===== src/rtl/pkt_test_scheduler.sv =====
// Packet test-suite scheduler: runs num_test tests of n_pkt packets each and offers
// LFSR-derived packet lengths to a dummy-model driver over a valid/ready handshake.
//
// state | meaning
// IDLE  | waiting for start
// LOAD  | latch packet target for the current test, clear pkt_idx
// SEND  | offer descriptors until target handshakes have completed
// GAP   | one-cycle pause between tests, flags test_done
// DONE  | suite complete, flags suite_done
module pkt_test_scheduler #(
  parameter int          NUM_TEST_W = 8,
  parameter logic [15:0] LFSR_SEED  = 16'hACE1
) (
  input  logic                  clk,
  input  logic                  rst,
  input  logic                  start,
  input  logic                  abort,
  input  logic [NUM_TEST_W-1:0] num_test,
  input  logic [8:0]            n_pkt,
  input  logic                  small_len,
  output logic                  pkt_valid,
  input  logic                  pkt_ready,
  output logic [7:0]            pkt_len,
  output logic                  test_start,
  output logic                  test_done,
  output logic                  suite_done,
  output logic                  aborted,
  output logic                  busy,
  output logic [NUM_TEST_W-1:0] test_idx,
  output logic [8:0]            pkt_idx
);

  // An all-zero seed would lock the LFSR up, so it is replaced by 1.
  localparam logic [15:0] SEED = (LFSR_SEED == 16'h0000) ? 16'h0001 : LFSR_SEED;

  typedef enum logic [2:0] {
    S_IDLE = 3'd0,
    S_LOAD = 3'd1,
    S_SEND = 3'd2,
    S_GAP  = 3'd3,
    S_DONE = 3'd4
  } state_t;

  function automatic logic [15:0] lfsr_step(input logic [15:0] s);
    return {s[14:0], s[15] ^ s[13] ^ s[12] ^ s[10]};
  endfunction

  function automatic logic [7:0] len_of(input logic [15:0] s, input logic sm);
    logic [7:0] l;
    if (sm) begin
      l = {5'b00000, s[2:0]} + 8'd1;
    end else begin
      l = (s[7:0] == 8'd0) ? 8'd1 : s[7:0];
    end
    return l;
  endfunction

  function automatic logic [8:0] clamp_target(input logic [8:0] n);
    logic [8:0] t;
    if (n == 9'd0) begin
      t = 9'd1;
    end else if (n > 9'd256) begin
      t = 9'd256;
    end else begin
      t = n;
    end
    return t;
  endfunction

  state_t                state_q, state_d;
  logic [15:0]           lfsr_q, lfsr_d;
  logic [NUM_TEST_W-1:0] num_test_q, num_test_d, test_idx_d;
  logic                  small_len_q, small_len_d;
  logic [8:0]            target_q, target_d, pkt_idx_d;
  logic [NUM_TEST_W:0]   test_idx_inc;
  logic                  start_ok, abort_ok, hs, last_pkt, more_tests;
  logic                  pkt_valid_d, busy_d, test_start_d, test_done_d;
  logic                  suite_done_d, aborted_d;
  logic [7:0]            pkt_len_d;

  assign start_ok     = (state_q == S_IDLE) && start;
  assign abort_ok     = (state_q != S_IDLE) && abort;
  assign hs           = pkt_valid && pkt_ready;
  assign last_pkt     = hs && ((pkt_idx + 9'd1) == target_q);
  assign test_idx_inc = {1'b0, test_idx} + {{NUM_TEST_W{1'b0}}, 1'b1};
  assign more_tests   = test_idx_inc < {1'b0, num_test_q};

  always_ff @(posedge clk or posedge rst) begin
    if (rst) begin
      state_q <= S_IDLE;
    end else begin
      state_q <= state_d;
    end
  end

  always_comb begin
    state_d = state_q;
    case (state_q)
      S_IDLE:  if (start) state_d = (num_test == '0) ? S_DONE : S_LOAD;
      S_LOAD:  state_d = S_SEND;
      S_SEND:  if (last_pkt) state_d = S_GAP;
      S_GAP:   state_d = more_tests ? S_LOAD : S_DONE;
      S_DONE:  state_d = S_IDLE;
      default: state_d = S_IDLE;
    endcase
    if (abort_ok) state_d = S_IDLE;
  end

  // Handshakes count even on an abort cycle; status pulses trail their state by one
  // cycle and are suppressed when that state is left through an abort.
  always_comb begin
    lfsr_d      = hs ? lfsr_step(lfsr_q) : lfsr_q;
    pkt_idx_d   = hs ? (pkt_idx + 9'd1) : pkt_idx;
    num_test_d  = num_test_q;
    small_len_d = small_len_q;
    target_d    = target_q;
    test_idx_d  = test_idx;
    if (start_ok) begin
      num_test_d  = num_test;
      small_len_d = small_len;
      test_idx_d  = '0;
      pkt_idx_d   = '0;
    end
    if (state_q == S_LOAD) begin
      target_d  = clamp_target(n_pkt);
      pkt_idx_d = '0;
    end
    if ((state_q == S_GAP) && (state_d == S_LOAD)) begin
      test_idx_d = test_idx_inc[NUM_TEST_W-1:0];
    end
    pkt_valid_d  = (state_d == S_SEND);
    busy_d       = (state_d != S_IDLE);
    test_start_d = (state_q == S_LOAD) && !abort_ok;
    test_done_d  = (state_q == S_GAP)  && !abort_ok;
    suite_done_d = (state_q == S_DONE) && !abort_ok;
    aborted_d    = abort_ok;
    pkt_len_d    = pkt_valid_d ? len_of(lfsr_d, small_len_d) : pkt_len;
  end

  always_ff @(posedge clk or posedge rst) begin
    if (rst) begin
      lfsr_q      <= SEED;
      num_test_q  <= '0;
      small_len_q <= 1'b0;
      target_q    <= '0;
      test_idx    <= '0;
      pkt_idx     <= '0;
      pkt_valid   <= 1'b0;
      pkt_len     <= '0;
      busy        <= 1'b0;
      test_start  <= 1'b0;
      test_done   <= 1'b0;
      suite_done  <= 1'b0;
      aborted     <= 1'b0;
    end else begin
      lfsr_q      <= lfsr_d;
      num_test_q  <= num_test_d;
      small_len_q <= small_len_d;
      target_q    <= target_d;
      test_idx    <= test_idx_d;
      pkt_idx     <= pkt_idx_d;
      pkt_valid   <= pkt_valid_d;
      pkt_len     <= pkt_len_d;
      busy        <= busy_d;
      test_start  <= test_start_d;
      test_done   <= test_done_d;
      suite_done  <= suite_done_d;
      aborted     <= aborted_d;
    end
  end

endmodule


===== config.mk =====
export PLATFORM = sky130hd
export DESIGN_NAME = pkt_test_scheduler
export DESIGN_NICKNAME = d
export VERILOG_FILES = /design/src/rtl/pkt_test_scheduler.sv
export SDC_FILE = /design/constraint.sdc
export NUM_CORES = 1
export LEC_CHECK = 0
export ABC_AREA = 0
export BUFFER_PORTS_ARGS = -buffer_cell sky130_fd_sc_hd__buf_2
export CORE_MARGIN = 3
export CORE_UTILIZATION = 53
export CTS_CLUSTER_DIAMETER = 80
export DETAILED_ROUTE_END_ITERATION = 10
export GPL_ROUTABILITY_DRIVEN = 0
export HOLD_SLACK_MARGIN = 0.02
export PLACE_DENSITY = 0.79
export SLEW_MARGIN = 20
export SYNTH_ARGS = -nofsm -noshare
export SYNTH_HDL_FRONTEND = slang
export SYNTH_SLANG_ARGS = --single-unit

===== constraint.sdc =====
create_clock -name clk -period 3.4 [get_ports clk]
set_clock_uncertainty 0.2 [all_clocks]
set_input_delay 0.68 -clock clk [delete_from_list [all_inputs] [get_ports clk]]
set_output_delay 0.68 -clock clk [all_outputs]
set_load 0.1 [all_outputs]

==> flow_summary.rst, run 1 <==
.. list-table::
   :header-rows: 1

   * - Metric
     - Value
   * - Final Net Count
     - 440
   * - Clock buffer count from CTS
     - 9
   * - Synthesized instance count
     - 349
   * - Outcome
     - completed
   * - Fill cell count
     - about 540
   * - Cell types occupying the most area after synthesis
     - sky130_fd_sc_hd__dfrtp_1, sky130_fd_sc_hd__dfstp_2, sky130_fd_sc_hd__mux2_2
   * - Worst flop-to-flop path startpoint
     - test_idx[0]
   * - Post-detailed-route count of antenna-violating nets
     - 0
   * - Post-route setup slack
     - approximately 360 ps
   * - Effective utilization at floorplan
     - 55.4%
   * - Final Max Slew Viols
     - 0
   * - Minimum setup slack after placement
     - 440 ps
   * - Via count of the first global-routing pass
     - 2,747
   * - Total Negative Setup Slacks
     - 0 ps
   * - Post-synth top flop
     - sky130_fd_sc_hd__dfrtp_1
   * - Kind of critical path
     - reg -> reg
   * - Unrepaired setup endpoints after global routing
     - no
   * - # port buffers
     - 53
   * - Core area
     - 6420 µm²
   * - Sequential-to-total area share from yosys stat
     - 48.1%
   * - Power density of the placed cells
     - 612 nW/µm²
   * - Worst endpoint required time
     - approximately 3500 ps
   * - Clock edge transition at the registers on the reported setup and hold paths
     - around 70 ps
   * - Iteration-0 DRC Markers
     - 79
   * - Count of flip-flops with a built-in enable after synthesis
     - 0
   * - Chip Width
     - 88.0 µm
   * - Final global-route overflow total
     - 0
   * - Endpoints failing setup
     - 0
   * - Root Buffer Master
     - sky130_fd_sc_hd__clkbuf_8
   * - Register-to-Register Path Depth
     - 12
   * - Cts hold-fix bufs
     - 0
   * - Global-route wire length before repair
     - 12,600 µm
   * - Hold WC Path Type
     - in -> async
   * - Leakage power total
     - roughly 2 nW
   * - Largest vdd supply drop
     - 0.575 mV
   * - DRC violation count after routing
     - 0
   * - CP startpoint kind
     - flop
   * - Cell area after synthesis
     - 3560 µm²
   * - Ports
     - 54
   * - Largest area contributor in the synthesized netlist
     - sky130_fd_sc_hd__dfrtp_1
   * - Portion of synthesized cell area occupied by the leading cell type
     - 42.2%
   * - Via total after detailed routing
     - 2,706
   * - Total Wirelength
     - ~7400 µm
   * - Area of the die
     - 7740 µm²
   * - Drt via density
     - 5.55
   * - Average routed wire per standard cell
     - 15.1 µm
   * - Most frequent cells after synthesis
     - sky130_fd_sc_hd__dfrtp_1, sky130_fd_sc_hd__nand2_1, sky130_fd_sc_hd__nor2_1, sky130_fd_sc_hd__o21ai_0, sky130_fd_sc_hd__xnor2_1
   * - Post-CTS Resized
     - 0
   * - Most numerous cell in the Yosys netlist
     - sky130_fd_sc_hd__dfrtp_1
   * - Count of final hold-check violations
     - 0
   * - Maximum Capacitance Violations
     - 0
   * - CTS tree
     - done
   * - Share of the clock period used by the worst path after layout
     - 89.4%
   * - Worst slew margin
     - 53.5%
   * - Share of synthesized flip-flops with an asynchronous set or reset
     - 100%
   * - Length of routed wiring on met1
     - 3410 µm
   * - Met3 WL post-DR
     - 362 µm
   * - Reg-to-reg endpoint
     - test_idx[6]
   * - Number of buffers on the longest clock path
     - 2
   * - Maximum number of pins on one net before global-route repair
     - 38
   * - Warning count from the yosys run
     - 0
   * - Std cell rows
     - 29
   * - Number of antenna cells inserted
     - 0
   * - Total number of clock tree sinks
     - 68
   * - Element type at the critical path end
     - flop
   * - Worst Tran Pin Value
     - between 600 and 700 ps
   * - Number of antenna violations at the first check in global routing
     - 0
   * - H-tree lvl count
     - 3
   * - Count of distinct cell types in the synthesized netlist
     - 54
   * - Worst skew pair latency
     - 340 ps
   * - Data arrival, critical path
     - 3130 ps
   * - Buffers inserted by post-CTS timing repair
     - 0
   * - Seq cells post-synth
     - 68
   * - Maximum fanout encountered on the critical timing path
     - 7
   * - Mean instance size in the synthesized netlist
     - 10.2 µm²
   * - Fraction of final layout cells with drive strength greater than 1
     - 29.0%
   * - Post-Synthesis Net Count
     - 383
   * - Layout-stage area growth over the synthesis result
     - 14.8%
   * - Chip height
     - 88.0 µm
   * - Highest metal layer used by the detailed router
     - met4
   * - DR pass1 iterations
     - 4
   * - HPWL after DPL
     - 5330 µm
   * - Total global-route track usage
     - 21.1%
   * - DR WL met2
     - 3440 µm
   * - Highest clock frequency the design can meet
     - 329 MHz
   * - Fin crit period
     - 3040 ps
   * - Worst setup slack for register-to-register paths
     - 360 ps
-- state kept, by name, summed over array words and instances, names as in the netlist --
register / flops
lfsr_q: 16
num_test_q: 8
pkt_valid: 1
target_q: 9
pkt_len: 8
aborted: 1
small_len_q: 1
state_q: 3
busy: 1
pkt_idx: 9
test_idx: 8
suite_done: 1
test_start: 1
test_done: 1
-- logic make-up (layout without fill, tap and decap cells) --
family | count (synthesis) | after routing | share of synthesized area [%]
multiplexers | 21 | 21 | 6.89
adder cells (fa/ha/maj) | 11 | 11 | 3.87
AND/OR/NAND/NOR | 137 | 137 | 20.2
flip-flops | 68 | 68 | 48.1
buffers and inverters | 28 | 90 | 3.34
XOR/XNOR | 26 | 26 | 6.40
AO/OA/AOI/OAI | 58 | 58 | 11.2
-- area by class of cell --
cell class	count	area (µm²)	area share [%]
multi-input combinational	253	1730	42.3
sequential	68	1720	42.0
timing repair buffer	59	323	7.90
clock buffer	13	149	3.64
tap	77	96.3	2.36
inverter	15	56.3	1.38
clock inverter	3	15.0	0.367
-- layout by cell type (no fill, tap or decap), types with 6 or more instances in the layout --
| cell type | instances |
|---|---|
| sky130_fd_sc_hd__o21ai_0 | 26 |
| sky130_fd_sc_hd__nand2_1 | 42 |
| sky130_fd_sc_hd__nor2_1 | 26 |
| sky130_fd_sc_hd__buf_2 | 53 |
| sky130_fd_sc_hd__xor2_1 | 7 |
| sky130_fd_sc_hd__dfstp_2 | 8 |
| sky130_fd_sc_hd__clkbuf_8 | 10 |
| sky130_fd_sc_hd__xnor2_1 | 19 |
| sky130_fd_sc_hd__ha_1 | 11 |
| sky130_fd_sc_hd__nor3_1 | 6 |
| sky130_fd_sc_hd__dfrtp_1 | 55 |
| sky130_fd_sc_hd__inv_1 | 14 |
| sky130_fd_sc_hd__mux2_2 | 16 |
| sky130_fd_sc_hd__nand2b_1 | 18 |
-- power breakdown --
part           internal, W  leakage [nW]  switching, W
Combinational     0.000269          1.03      0.000614
Sequential        0.000943         0.876      0.000108
Clock             0.000282        0.0872      0.000285
Total              0.00149          2.00       0.00101
-- through the flow --
step | total power (W) | std cells | utilization, % | instance area, µm² | hold WS, ps
floorplan | 0.00175 | 349 | - | 3570 | 240
global placement | 0.00192 | 472 | 61.1 | 3920 | 260
detailed placement | 0.00194 | 472 | 61.1 | 3920 | 258
CTS | 0.00252 | 488 | 63.6 | 4090 | 265
global route | 0.00266 | 488 | 63.6 | 4090 | 293
finish | 0.00250 | 488 | 63.6 | 4090 | 247
-- worst max-delay path: stages (launching register included) --
cell,delay (ps)
sky130_fd_sc_hd__dfrtp_2,410
sky130_fd_sc_hd__and3_1,160
sky130_fd_sc_hd__nand3_1,110
sky130_fd_sc_hd__and2_1,190
sky130_fd_sc_hd__or2_2,280
sky130_fd_sc_hd__ha_1,300
sky130_fd_sc_hd__a21o_1,190
sky130_fd_sc_hd__a21oi_1,140
sky130_fd_sc_hd__o221a_2,220
sky130_fd_sc_hd__and3b_1,290
sky130_fd_sc_hd__buf_4,190
sky130_fd_sc_hd__a21boi_0,200
sky130_fd_sc_hd__a21o_1,110
-- worst max path at each step --
stage	startpoint	endpoint	slack (ps)	cells past startpoint
after floorplan	test_idx[0]	test_idx[2]	150	12
after global placement	test_idx[4]	test_idx[0]	510	11
after detailed placement	test_idx[0]	test_idx[6]	440	12
after CTS	test_idx[0]	test_idx[6]	360	12
after global routing	test_idx[0]	test_idx[6]	160	12
final	test_idx[0]	test_idx[6]	360	12
-- metal layers --
layer	GRT usage, %	vias up
li1	-	1314
met1	27.7	1310
met2	32.9	67
met3	4.80	15
met4	10.5	0
met5	0	-
(Power assumes the default switching activity.)
==> run 2, diff against run 1 <==
MAX_ROUTING_LAYER = met4   (was not set)
==> flow_summary.rst, run 2 (synthesis gave the netlist of run 1 again) <==
.. list-table::
   :header-rows: 1

   * - Metric
     - Value
   * - Chip Width
     - 88.0 µm
   * - Leading cell types in the layout, fill and taps excluded
     - sky130_fd_sc_hd__dfrtp_1, sky130_fd_sc_hd__buf_2, sky130_fd_sc_hd__nand2_1, sky130_fd_sc_hd__o21ai_0, sky130_fd_sc_hd__nor2_1
   * - Final Hold Slack
     - around 240 ps
   * - CTS tree
     - done
   * - Register containing the most flip-flops in the final layout
     - lfsr_q
   * - Maximum number of pins on one net before global-route repair
     - 38
   * - Count of final hold-check violations
     - 0
   * - H-tree lvl count
     - 3
   * - Slowest CP cell
     - sky130_fd_sc_hd__dfrtp_2
   * - Fraction of final layout cells with drive strength greater than 1
     - 29.0%
   * - Total number of clock tree sinks
     - 68
   * - Commonest non-fill, non-tap cell in the layout
     - sky130_fd_sc_hd__dfrtp_1
   * - Multi-input gate area in the final layout
     - 1730 µm²
   * - Cts hold-fix bufs
     - 0
   * - Worst setup slack for register-to-register paths
     - 350 ps
   * - Maximum Capacitance Violations
     - 0
   * - # port buffers
     - 53
   * - GR Util met2
     - roughly a third
   * - Final global-route overflow total
     - 0
   * - Final Net Count
     - 440
   * - Maximum fanout encountered on the critical timing path
     - 7
   * - Busiest metal layer after global routing
     - met2
   * - Number of antenna violations at the first check in global routing
     - 0
   * - Worst skew pair latency
     - 350 ps
   * - CP startpoint kind
     - flop
   * - Total Negative Setup Slacks
     - 0 ps
   * - Final Max Slew Viols
     - 0
   * - Worst Tran Pin Value
     - 697 ps
   * - Iteration-0 DRC Markers
     - 86
   * - Power density of the placed cells
     - 612 nW/µm²
   * - Cells along the critical path
     - and3_1 > nand3_1 > and2_1 > or2_2 > ha_1 > a21o_1 > a21oi_1 > o221a_2 > and3b_1 > buf_4 > a21boi_0 > a21o_1
   * - Total global-route track usage
     - 21.7%
   * - Worst endpoint required time
     - 3490 ps
   * - Post-CTS Resized
     - 0
   * - Register-to-Register Path Depth
     - 12
   * - FF/Latch Area
     - 1720 µm²
   * - Total Wirelength
     - 7380 µm
   * - Cell class contributing the biggest share of worst-path delay
     - simple AND/OR/NAND/NOR gates
   * - Via total after detailed routing
     - 2,692
   * - Number of cells in the finished layout apart from fillers
     - 488
   * - Logic gate share of total power
     - between 30% and 40%
   * - Share of total power in the clock network
     - 22.7%
   * - Highest clock frequency the design can meet
     - approximately 330 MHz
   * - Drt via density
     - 5.52
   * - Reg-to-reg endpoint
     - test_idx[6]
   * - Sw Pwr
     - 0.00101 W
   * - Global-route wire length before repair
     - 12,500 µm
   * - Post-detailed-route count of antenna-violating nets
     - 0
   * - Sequential fraction of design power
     - 42.0%
   * - Most frequent cell on the critical path
     - sky130_fd_sc_hd__a21o_1
   * - Ports
     - 54
   * - Worst flop-to-flop path startpoint
     - test_idx[0]
   * - Effective utilization at floorplan
     - 55.4%
   * - Fill cell count
     - 537
   * - Element type at the critical path end
     - flop
   * - Number of buffer and inverter stages on the critical path
     - 1
   * - Biggest registers after layout
     - lfsr_q (16), pkt_idx (9), target_q (9)
   * - HPWL after DPL
     - roughly 5300 µm
   * - Root Buffer Master
     - sky130_fd_sc_hd__clkbuf_8
   * - Number of buffers on the longest clock path
     - 2
   * - Data arrival, critical path
     - roughly 3100 ps
   * - Outcome
     - completed
   * - Worst slew margin
     - 53.5%
   * - Layout-stage area growth over the synthesis result
     - 14.8%
   * - Instance area after placement
     - 3920 µm²
   * - Worst stage delay on the critical path
     - 420 ps
   * - GR met3 Demand/Resource
     - 4.52%
   * - Std cell rows
     - 29
   * - Chip height
     - a little under 90 µm
   * - DR pass1 iterations
     - 4
   * - Core area
     - 6420 µm²
   * - Largest vdd supply drop
     - 0.575 mV
   * - Cells after DPL
     - 472
   * - Buffers inserted by post-CTS timing repair
     - 0
   * - Kind of critical path
     - reg -> reg
   * - Fin crit period
     - 3050 ps
   * - Average routed wire per standard cell
     - roughly 15 µm
   * - Unrepaired setup endpoints after global routing
     - no
   * - Hold WC Path Type
     - in -> async
   * - Via count of the first global-routing pass
     - 2,753
   * - Switching Share
     - between 40% and 50%
   * - Clock buffer count from CTS
     - 9
   * - Cell-internal power
     - 0.00149 W
   * - Met1 demand-to-capacity share in global routing
     - 27.7%
   * - Number of antenna cells inserted
     - 0
   * - Endpoints failing setup
     - 0
   * - Number of flip-flops in the largest register
     - 16
   * - Leakage power total
     - 2.00 nW
   * - Final standard cell area without fillers
     - 4090 µm²
   * - Area of the die
     - approximately 7700 µm²
   * - DRC violation count after routing
     - 0
   * - Clock edge transition at the registers on the reported setup and hold paths
     - approximately 70 ps
   * - Share of the clock period used by the worst path after layout
     - 89.8%
[run 2: worst reg2reg max path, cell delays in order, from the launching register on]
cell                       delay, ps
sky130_fd_sc_hd__dfrtp_2         420
sky130_fd_sc_hd__and3_1          170
sky130_fd_sc_hd__nand3_1         110
sky130_fd_sc_hd__and2_1          190
sky130_fd_sc_hd__or2_2           280
sky130_fd_sc_hd__ha_1            300
sky130_fd_sc_hd__a21o_1          190
sky130_fd_sc_hd__a21oi_1         140
sky130_fd_sc_hd__o221a_2         220
sky130_fd_sc_hd__and3b_1         300
sky130_fd_sc_hd__buf_4           190
sky130_fd_sc_hd__a21boi_0        200
sky130_fd_sc_hd__a21o_1          110
[run 2: final cells by class]
cell class / count / area share [%]
Multi-Input combinational cell: 253 / 42.3
Tap cell: 77 / 2.36
Clock buffer: 13 / 3.64
Clock inverter: 3 / 0.367
Timing Repair Buffer: 59 / 7.90
Sequential cell: 68 / 42.0
Inverter: 15 / 1.38
[run 2: through the flow]
step	setup slack, ps	power [W]	util, %
2_1_floorplan	148	0.00175	-
3_3_place_gp	514	0.00192	61.1
3_5_place_dp	440	0.00194	61.1
4_1_cts	356	0.00252	63.6
5_1_grt	165	0.00266	63.6
6_report	345	0.00250	63.6
[run 2: worst max-delay path by stage]
stage | startpoint | end | slack (ps) | cells after the start
detailed placement | test_idx[0] | test_idx[6] | 440 | 12
floorplan | test_idx[0] | test_idx[2] | 150 | 12
global route | test_idx[0] | test_idx[6] | 160 | 12
global placement | test_idx[4] | test_idx[0] | 510 | 11
finish | test_idx[0] | test_idx[6] | 350 | 12
CTS | test_idx[0] | test_idx[6] | 360 | 12
[run 2: power groups by stage]
| stage | clock network, W | logic [W] | registers [W] |
|---|---|---|---|
| floorplan | 0 | 0.000487 | 0.00127 |
| global placement | 0 | 0.000861 | 0.00106 |
| detailed placement | 0 | 0.000878 | 0.00107 |
| finish | 0.000568 | 0.000883 | 0.00105 |
| global route | 0.000611 | 0.000974 | 0.00107 |
| CTS | 0.000580 | 0.000889 | 0.00105 |
[run 2: layer usage]
layer / share of wire (%) / vias up / wire [µm]
li1: - / 1311 / -
met1: 47 / 1304 / 3440
met2: 47 / 63 / 3460
met3: 4.7 / 14 / 344
met4: 1.8 / 0 / 131
met5: 0 / - / 0
==> run 3, diff against run 2 <==
PLACE_DENSITY = 0.87   (was 0.79)
REMOVE_ABC_BUFFERS = 1   (was not set)
==> flow_summary.rst, run 3 (synthesis gave the netlist of run 1 again) <==
.. list-table::
   :header-rows: 1

   * - Metric
     - Value
   * - Fraction of final layout cells with drive strength greater than 1
     - 28.2%
   * - Clock buffer count from CTS
     - 9
   * - Worst skew pair latency
     - ~340 ps
   * - Cells along the critical path
     - and3_1 > nand3_1 > and2_1 > or2_2 > ha_1 > a21o_1 > a21oi_1 > o221a_2 > and3b_1 > buf_4 > a21boi_0 > a21o_1
   * - Worst Tran Pin Value
     - about 840 ps
   * - Effective utilization at floorplan
     - 55.4%
   * - Most frequent cell on the critical path
     - sky130_fd_sc_hd__a21o_1
   * - Cell class contributing the biggest share of worst-path delay
     - simple AND/OR/NAND/NOR gates
   * - Post-CTS Resized
     - 0
   * - Total global-route track usage
     - 21.9%
   * - GR met3 Demand/Resource
     - 4.42%
   * - Hold WC Path Type
     - in -> async
   * - Kind of critical path
     - reg -> reg
   * - Layout-stage area growth over the synthesis result
     - 14.4%
   * - Element type at the critical path end
     - flop
   * - Final global-route overflow total
     - 0
   * - Ports
     - 54
   * - Worst flop-to-flop path startpoint
     - test_idx[0]
   * - CTS tree
     - done
   * - Final Net Count
     - 441
   * - Global-route wire length before repair
     - 12,600 µm
   * - Worst slew margin
     - 44.2%
   * - H-tree lvl count
     - 3
   * - Outcome
     - completed
   * - Endpoints failing setup
     - 0
   * - Commonest non-fill, non-tap cell in the layout
     - sky130_fd_sc_hd__dfrtp_1
   * - Clock edge transition at the registers on the reported setup and hold paths
     - 70 ps
   * - Maximum fanout encountered on the critical timing path
     - 11
   * - Reg-to-reg endpoint
     - test_idx[6]
   * - Worst endpoint required time
     - 3480 ps
   * - Drt via density
     - 5.58
   * - DRC violation count after routing
     - 0
   * - Power density of the placed cells
     - 613 nW/µm²
   * - Leading cell types in the layout, fill and taps excluded
     - sky130_fd_sc_hd__dfrtp_1, sky130_fd_sc_hd__buf_2, sky130_fd_sc_hd__nand2_1, sky130_fd_sc_hd__o21ai_0, sky130_fd_sc_hd__nor2_1
   * - Average routed wire per standard cell
     - around 15 µm
   * - Biggest registers after layout
     - lfsr_q (16), pkt_idx (9), target_q (9)
   * - Share of the clock period used by the worst path after layout
     - around 89%
   * - Number of buffer and inverter stages on the critical path
     - 1
   * - CP startpoint kind
     - flop
   * - Unrepaired setup endpoints after global routing
     - no
   * - Fill cell count
     - 525
   * - GR Util met2
     - between 30% and 40%
   * - Iteration-0 DRC Markers
     - 90
   * - Slowest CP cell
     - sky130_fd_sc_hd__dfrtp_1
   * - Largest vdd supply drop
     - 0.312 mV
   * - Fin crit period
     - 3020 ps
   * - Total number of clock tree sinks
     - 68
   * - DR pass1 iterations
     - 4
   * - Data arrival, critical path
     - 3110 ps
   * - Busiest metal layer after global routing
     - met2
   * - Met1 demand-to-capacity share in global routing
     - 26.6%
   * - Number of buffers on the longest clock path
     - 2
   * - Total Wirelength
     - 7360 µm
   * - Maximum number of pins on one net before global-route repair
     - 52
   * - Post-detailed-route count of antenna-violating nets
     - 0
   * - Core area
     - 6420 µm²
   * - HPWL after DPL
     - between 5000 and 6000 µm
   * - Final cell utilization of the core
     - between 60% and 70%
   * - Number of antenna violations at the first check in global routing
     - 0
   * - Buffers inserted by post-CTS timing repair
     - 0
   * - Via count of the first global-routing pass
     - 2,765
   * - Leakage power total
     - 2.00 nW
   * - Final Max Slew Viols
     - 0
   * - Worst setup slack for register-to-register paths
     - 380 ps
   * - Register containing the most flip-flops in the final layout
     - lfsr_q
   * - Root Buffer Master
     - sky130_fd_sc_hd__clkbuf_8
   * - Maximum Capacitance Violations
     - 0
   * - Chip height
     - a little under 90 µm
   * - Final Hold Slack
     - 276 ps
   * - Via total after detailed routing
     - approximately 2,700
   * - Cts hold-fix bufs
     - 0
   * - Number of antenna cells inserted
     - 0
   * - Std cell rows
     - 29
   * - Register-to-Register Path Depth
     - 12
   * - Area of the die
     - 7740 µm²
   * - Chip Width
     - between 80 and 90 µm
   * - Worst stage delay on the critical path
     - around 440 ps
   * - Count of final hold-check violations
     - 0
   * - # port buffers
     - 53
   * - Highest clock frequency the design can meet
     - 331 MHz
   * - Number of flip-flops in the largest register
     - 16
[run 3: changes by cell type in the layout (fill, tap and decap cells not counted)]
| cell | delta |
|---|---|
| sky130_fd_sc_hd__inv_2 | -1 |
| sky130_fd_sc_hd__buf_4 | +2 |
| sky130_fd_sc_hd__clkinv_2 | +1 |
| sky130_fd_sc_hd__clkbuf_1 | -1 |
| sky130_fd_sc_hd__dfrtp_2 | -5 |
| sky130_fd_sc_hd__clkbuf_8 | -1 |
| sky130_fd_sc_hd__buf_12 | -1 |
| sky130_fd_sc_hd__clkinvlp_4 | +2 |
| sky130_fd_sc_hd__dfrtp_1 | +5 |
[run 3: metrics by stage]
| step | setup slack (ps) | instances | area, µm² | power [W] | TNS (ps) |
|---|---|---|---|---|---|
| after detailed placement | 419 | 473 | 3910 | 0.00195 | 0 |
| after CTS | 402 | 489 | 4070 | 0.00252 | 0 |
| after global routing | 203 | 489 | 4070 | 0.00266 | 0 |
| final | 377 | 489 | 4070 | 0.00250 | 0 |
| after floorplan | -237 | 336 | 3500 | 0.00173 | -837 |
| after global placement | 584 | 473 | 3910 | 0.00192 | 0 |
[run 3: layout make-up]
| cell class | count | area (µm²) | share of cell area (%) |
|---|---|---|---|
| Timing Repair Buffer | 60 | 318 | 7.80 |
| Inverter | 15 | 57.6 | 1.41 |
| Sequential cell | 68 | 1710 | 42.0 |
| Multi-Input combinational cell | 253 | 1730 | 42.4 |
| Clock buffer | 11 | 131 | 3.22 |
| Tap cell | 77 | 96.3 | 2.36 |
| Clock inverter | 5 | 30.0 | 0.737 |
[run 3: per-layer routing]
| metal | up-vias | share of wire, % |
|---|---|---|
| met5 | - | 0 |
| met4 | 0 | 2.0 |
| met3 | 15 | 3.7 |
| met2 | 68 | 51 |
| met1 | 1327 | 43 |
| li1 | 1319 | - |
[run 3: where the power goes]
group / leakage (nW) / internal [W] / switching (W)
registers: 0.884 / 0.000942 / 0.000111
logic: 1.03 / 0.000266 / 0.000615
clock network: 0.0791 / 0.000261 / 0.000302
[run 3: worst max path at each step]
stage / cells after the start / from / to
3_5_place_dp: 12 / test_idx[0] / test_idx[6]
6_report: 12 / test_idx[0] / test_idx[6]
2_1_floorplan: 11 / test_idx[0] / test_idx[0]
3_3_place_gp: 12 / test_idx[0] / test_idx[6]
5_1_grt: 12 / test_idx[0] / test_idx[6]
4_1_cts: 12 / test_idx[0] / test_idx[6]
